$ cat src/rtl/uart_receiver.sv
// 8N1 UART receive stage: 2-flop line synchronizer, per-bit cycle counter with
// mid-bit sampling, one-cycle valid / framing-error strobes.
module uart_receiver #(
  parameter int CLKS_PER_BIT = 16,
  parameter int DATA_BITS    = 8
) (
  input  logic                 clk,
  input  logic                 i_reset,
  input  logic                 i_rx,
  output logic [DATA_BITS-1:0] o_data,
  output logic                 o_valid,
  output logic                 o_framing_error,
  output logic                 o_busy
);

  localparam int CNT_W = $clog2(CLKS_PER_BIT) + 1;
  localparam int IDX_W = $clog2(DATA_BITS);
  localparam logic [CNT_W-1:0] HALF_M1  = CNT_W'(CLKS_PER_BIT / 2 - 1);
  localparam logic [CNT_W-1:0] BIT_M1   = CNT_W'(CLKS_PER_BIT - 1);
  localparam logic [IDX_W-1:0] LAST_IDX = IDX_W'(DATA_BITS - 1);

  typedef enum logic [2:0] {
    IDLE,
    START,
    DATA,
    STOP,
    BREAK_WAIT
  } state_t;

  state_t                 state, state_nxt;
  logic [CNT_W-1:0]       cnt, cnt_nxt;
  logic [IDX_W-1:0]       idx, idx_nxt;
  logic [DATA_BITS-1:0]   shift, shift_nxt;
  logic [DATA_BITS-1:0]   data_nxt;
  logic                   valid_nxt, ferr_nxt, busy_nxt;
  logic                   rx_p0, rx_p1;
  logic                   rx_s;

  // Stage p0/p1: metastability synchronizer, idles high
  always_ff @(posedge clk or negedge i_reset) begin
    if (!i_reset) begin
      rx_p0 <= 1'b1;
      rx_p1 <= 1'b1;
    end else begin
      rx_p0 <= i_rx;
      rx_p1 <= rx_p0;
    end
  end

  assign rx_s = rx_p1;

  // Frame FSM: every decision is taken on the synchronized line only
  always_comb begin
    state_nxt = state;
    cnt_nxt   = cnt + CNT_W'(1);
    idx_nxt   = idx;
    shift_nxt = shift;
    data_nxt  = o_data;
    valid_nxt = 1'b0;
    ferr_nxt  = 1'b0;
    busy_nxt  = o_busy;
    case (state)
      IDLE: begin
        cnt_nxt = '0;
        if (!rx_s) begin
          state_nxt = START;
          busy_nxt  = 1'b1;
        end
      end
      START: begin
        if (cnt == HALF_M1) begin
          cnt_nxt = '0;
          if (rx_s) begin
            state_nxt = IDLE;
            busy_nxt  = 1'b0;
          end else begin
            state_nxt = DATA;
            idx_nxt   = '0;
          end
        end
      end
      DATA: begin
        if (cnt == BIT_M1) begin
          cnt_nxt   = '0;
          shift_nxt = {rx_s, shift[DATA_BITS-1:1]};
          if (idx == LAST_IDX) state_nxt = STOP;
          else                 idx_nxt   = idx + IDX_W'(1);
        end
      end
      STOP: begin
        if (cnt == BIT_M1) begin
          cnt_nxt = '0;
          if (rx_s) begin
            data_nxt  = shift;
            valid_nxt = 1'b1;
            state_nxt = IDLE;
            busy_nxt  = 1'b0;
          end else begin
            ferr_nxt  = 1'b1;
            state_nxt = BREAK_WAIT;
          end
        end
      end
      BREAK_WAIT: begin
        cnt_nxt = '0;
        if (rx_s) begin
          state_nxt = IDLE;
          busy_nxt  = 1'b0;
        end
      end
      default: begin
        state_nxt = IDLE;
        cnt_nxt   = '0;
        busy_nxt  = 1'b0;
      end
    endcase
  end

  always_ff @(posedge clk or negedge i_reset) begin
    if (!i_reset) begin
      state           <= IDLE;
      cnt             <= '0;
      idx             <= '0;
      o_data          <= '0;
      o_valid         <= 1'b0;
      o_framing_error <= 1'b0;
      o_busy          <= 1'b0;
    end else begin
      state           <= state_nxt;
      cnt             <= cnt_nxt;
      idx             <= idx_nxt;
      o_data          <= data_nxt;
      o_valid         <= valid_nxt;
      o_framing_error <= ferr_nxt;
      o_busy          <= busy_nxt;
    end
  end

  always_ff @(posedge clk) begin
    shift <= shift_nxt;
  end

endmodule

$ cat config.mk
export PLATFORM = sky130hd
export DESIGN_NAME = uart_receiver
export DESIGN_NICKNAME = d
export VERILOG_FILES = /design/src/rtl/uart_receiver.sv
export SDC_FILE = /design/constraint.sdc
export NUM_CORES = 1
export LEC_CHECK = 0
export ABC_AREA = 1
export CAP_MARGIN = 20
export CORE_MARGIN = 10
export CORE_UTILIZATION = 30
export DETAILED_ROUTE_END_ITERATION = 7
export GPL_TIMING_DRIVEN = 0
export MAX_ROUTING_LAYER = met4
export PLACE_DENSITY = 0.44
export SLEW_MARGIN = 20
export SYNTH_ARGS = -nofsm -noshare
export SYNTH_HDL_FRONTEND = slang
export SYNTH_SLANG_ARGS = --single-unit
$ cat constraint.sdc
create_clock -name clk -period 2.9 [get_ports clk]
set_clock_uncertainty 0.2 [all_clocks]
set_input_delay 0.29 -clock clk [delete_from_list [all_inputs] [get_ports clk]]
set_output_delay 0.29 -clock clk [all_outputs]
set_load 0.05 [all_outputs]
==> metrics.cfg <==
[sta]
grt_setup_unrepaired = no
slew_viol_final = 0
max-slew-margin-rel_pct = 63.1
fin_crit_sh_pct = 68.3
setup_viol = 0
worstMarginPinSlew_ns = 0.554
fin_setup_tns_ns = 0
fmax_ghz = 0.505
hold_violations = 0
layout_min_cycle_time_ns = 1.98

[power_and_ir_drop]
p_sw_share_pct = 34.8
power_frac_comb_pct = 28.7
peakVddDrop_mv = 0.366
p_seq_share_pct = 41.2
power.density_nw_per_um2 = 806
total_power_w = 0.00137
clockPowerShare_pct = 30.1
intPower_w = 0.000895
switching_power_w = 0.000477
leakage_nw = 0.819

[placement]
dp.cells = 207
portBuffers = 13
gp_congestion = 0.788
dp_hpwl_mm = 1.90

[job]
max-cap-violations = 0

[route]
drc = 0
wl_per_cell_um = 12.4
drt-pass1-iter-count = 4
dr_total_vias = 960
drt_wl_total_mm = 2.68
final_antenna_net_count = 0
via_per_inst = 4.44
drtIter0Drc = 34

[final_layout]
syn2layout_area_growth_pct = 22.1
n_antenna_cell = 0
nNetsFinal = 170
layout-drive-gt1-share_pct = 17.1
instances_no_fill = 216
nFillCells = 456

[synthesis]
synth_area_um2 = 1400
ys_ff_latch = 32
yosysSeqAreaShare_pct = 60.4
syn_inst = 142
ys_warn_count = 0
ys_types = 23
syn-num-nets = 149
synth.avg_cell_area_um2 = 9.82

[floorplan]
io_pins = 14
initial_core_util_pct = 31.6
die_y_um = 88.2
die-area_um2 = 7780
core_region_area_um2 = 4410
core.rowCount = 24
die-width_um = 88.2

[worst_setup_path]
crit_family = simple AND/OR/NAND/NOR gates
startpoint_type = register
cp.required_ns = 2.62
critPathMaxStageDelay_ns = 0.41
critPathKind = reg -> reg
critPathMaxFanout = 10
worst-path-buf-inv = 1
cp-end-kind = register
crit_chain = ha_1 > nand3_2 > nor2_4 > inv_2 > nor2_2
critPathArrivalTime_ns = 1.70
slowest_stage = nor2_2

[clock_network]
htree_num_levels = 2
cts_resized = 0
cts_root_buf = clkbuf_8
clk_latency_ns = 0.28
cts_made_buffers = 5
cts_buffer_depth = 2
cts_tree = built
clock_sinks = 32
clkTransAtPathRegs_ns = 0.07

[global_route]
antenna_found_initial = 0
top_usage_layer = met2
grt_util_met2_pct = 12.3
grtUsageMet3_pct = 3.16
track_usage_pct = 7.94
grt_pass1_wl_mm = 4.73
grt_overflow = 0
grt_pass1_vias = 1029
grt_max_degree = 25
met1_usage_pct = 8.99

[outcome]
status = completed

[worst_hold_path]
hold_path.class = reg -> reg

[cell usage in the layout (no fill, tap or decap), drive strengths merged]
| master | instances |
|---|---|
| nand3 | 10 |
| clkinv | 1 |
| buf | 1 |
| a21oi | 1 |
| xor2 | 1 |
| nor3 | 2 |
| dfstp | 2 |
| nor2 | 19 |
| dlygate4sd3 | 1 |
| clkbuf | 7 |
| ha | 4 |
| inv | 11 |
| nand3b | 1 |
| bufinv | 1 |
| o21ai | 6 |
| clkdlybuf4s50 | 12 |
| nand2 | 51 |
| edfxtp | 8 |
| dfrtp | 22 |
| nand4 | 3 |
[state kept, by name (all words and copies together) (netlist names), 3 cells and up]
| register | count |
|---|---|
| state | 3 |
| o_data | 8 |
| shift | 8 |
| idx | 3 |
| cnt | 5 |
[routing by layer]
| layer | vias up | wire length [um] |
|---|---|---|
| li1 | 496 | - |
| met1 | 446 | 1270 |
| met2 | 16 | 1240 |
| met3 | 2 | 145 |
| met4 | 0 | 18 |
| met5 | - | 0 |
[power by group through the flow]
stage          registers (W)  clock network [W]  logic (W)
2_1_floorplan       0.000584                  0   0.000290
3_3_place_gp        0.000571                  0   0.000392
3_5_place_dp        0.000572                  0   0.000397
4_1_cts             0.000565           0.000429   0.000398
5_1_grt             0.000573           0.000453   0.000450
6_report            0.000565           0.000413   0.000394
[cells by family (layout without fill, tap and decap cells)]
group / after synthesis / count (layout) / synth area share [%]
and+or+nand+nor: 86 / 86 / 29.1
adders and majority gates: 4 / 4 / 3.59
AOI/OAI and AO/OA: 7 / 7 / 2.51
xor gates and xnor gates: 1 / 1 / 0.628
DFF: 32 / 32 / 60.4
buffers and inverters: 12 / 34 / 3.68
[synthesized netlist by cell type]
library cell / count / area, um2
clkbuf_2: 1 / 5.00
dfrtp_1: 22 / 551
nand2_2: 3 / 18.8
nand3b_1: 1 / 7.51
edfxtp_1: 8 / 240
a21oi_1: 1 / 5.00
nand2_1: 48 / 180
xor2_1: 1 / 8.76
o21ai_1: 1 / 5.00
nand3_4: 1 / 17.5
nor2_2: 5 / 31.3
nor3_1: 2 / 10.0
nand4_1: 3 / 18.8
nand3_1: 7 / 35.0
inv_1: 7 / 26.3
nand3_2: 2 / 20.0
nor2_1: 12 / 45.0
inv_2: 3 / 11.3
ha_1: 4 / 50.1
dfstp_2: 2 / 52.6
inv_6: 1 / 8.76
o21ai_0: 5 / 25.0
nor2_4: 2 / 22.5
[metrics by stage]
step	setup WS, ns	cell area (um2)	hold WS (ns)	utilization [%]
floorplan	1.18	1400	-0.206	-
global placement	0.940	1590	0.150	36.0
detailed placement	0.895	1590	0.121	35.9
CTS	0.885	1700	0.160	38.6
global route	0.776	1700	0.167	38.6
finish	0.920	1700	0.158	38.6
[timing repair]
item,CTS,global route
hold endpoints to repair,22,0
hold buffers,1,0
setup buffers,0,0
[cell type report]
type	count	area (um2)	share of cell area, %
multi-input cells	98	500	29.4
clock inverters	2	35.0	2.06
clock buffers	6	72.6	4.26
flip-flops and latches	32	843	49.5
well taps	52	65.1	3.82
plain buffers	1	5.00	0.294
repair buffers	14	135	7.94
inverters	11	46.3	2.72
[path summary, 6_finish.rpt]
check,start,end,slack (ns),cells past startpoint
hold / removal,rx_p0$_DFF_PN1_,rx_p1$_DFF_PN1_,0.16,0
hold reg to reg,rx_p0$_DFF_PN1_,rx_p1$_DFF_PN1_,0.16,0
min in group asynchronous,i_reset,o_busy$_DFFE_PN0P_,0.33,2
setup / recovery,cnt[0]$_DFF_PN0_,shift[3]$_DFFE_PP_,0.92,5
setup reg to reg,cnt[0]$_DFF_PN0_,shift[3]$_DFFE_PP_,0.92,5
max in group asynchronous,i_reset,o_data[3]$_DFFE_PN0P_,1.80,2
No activity file was read; power rests on OpenSTA's default activity.
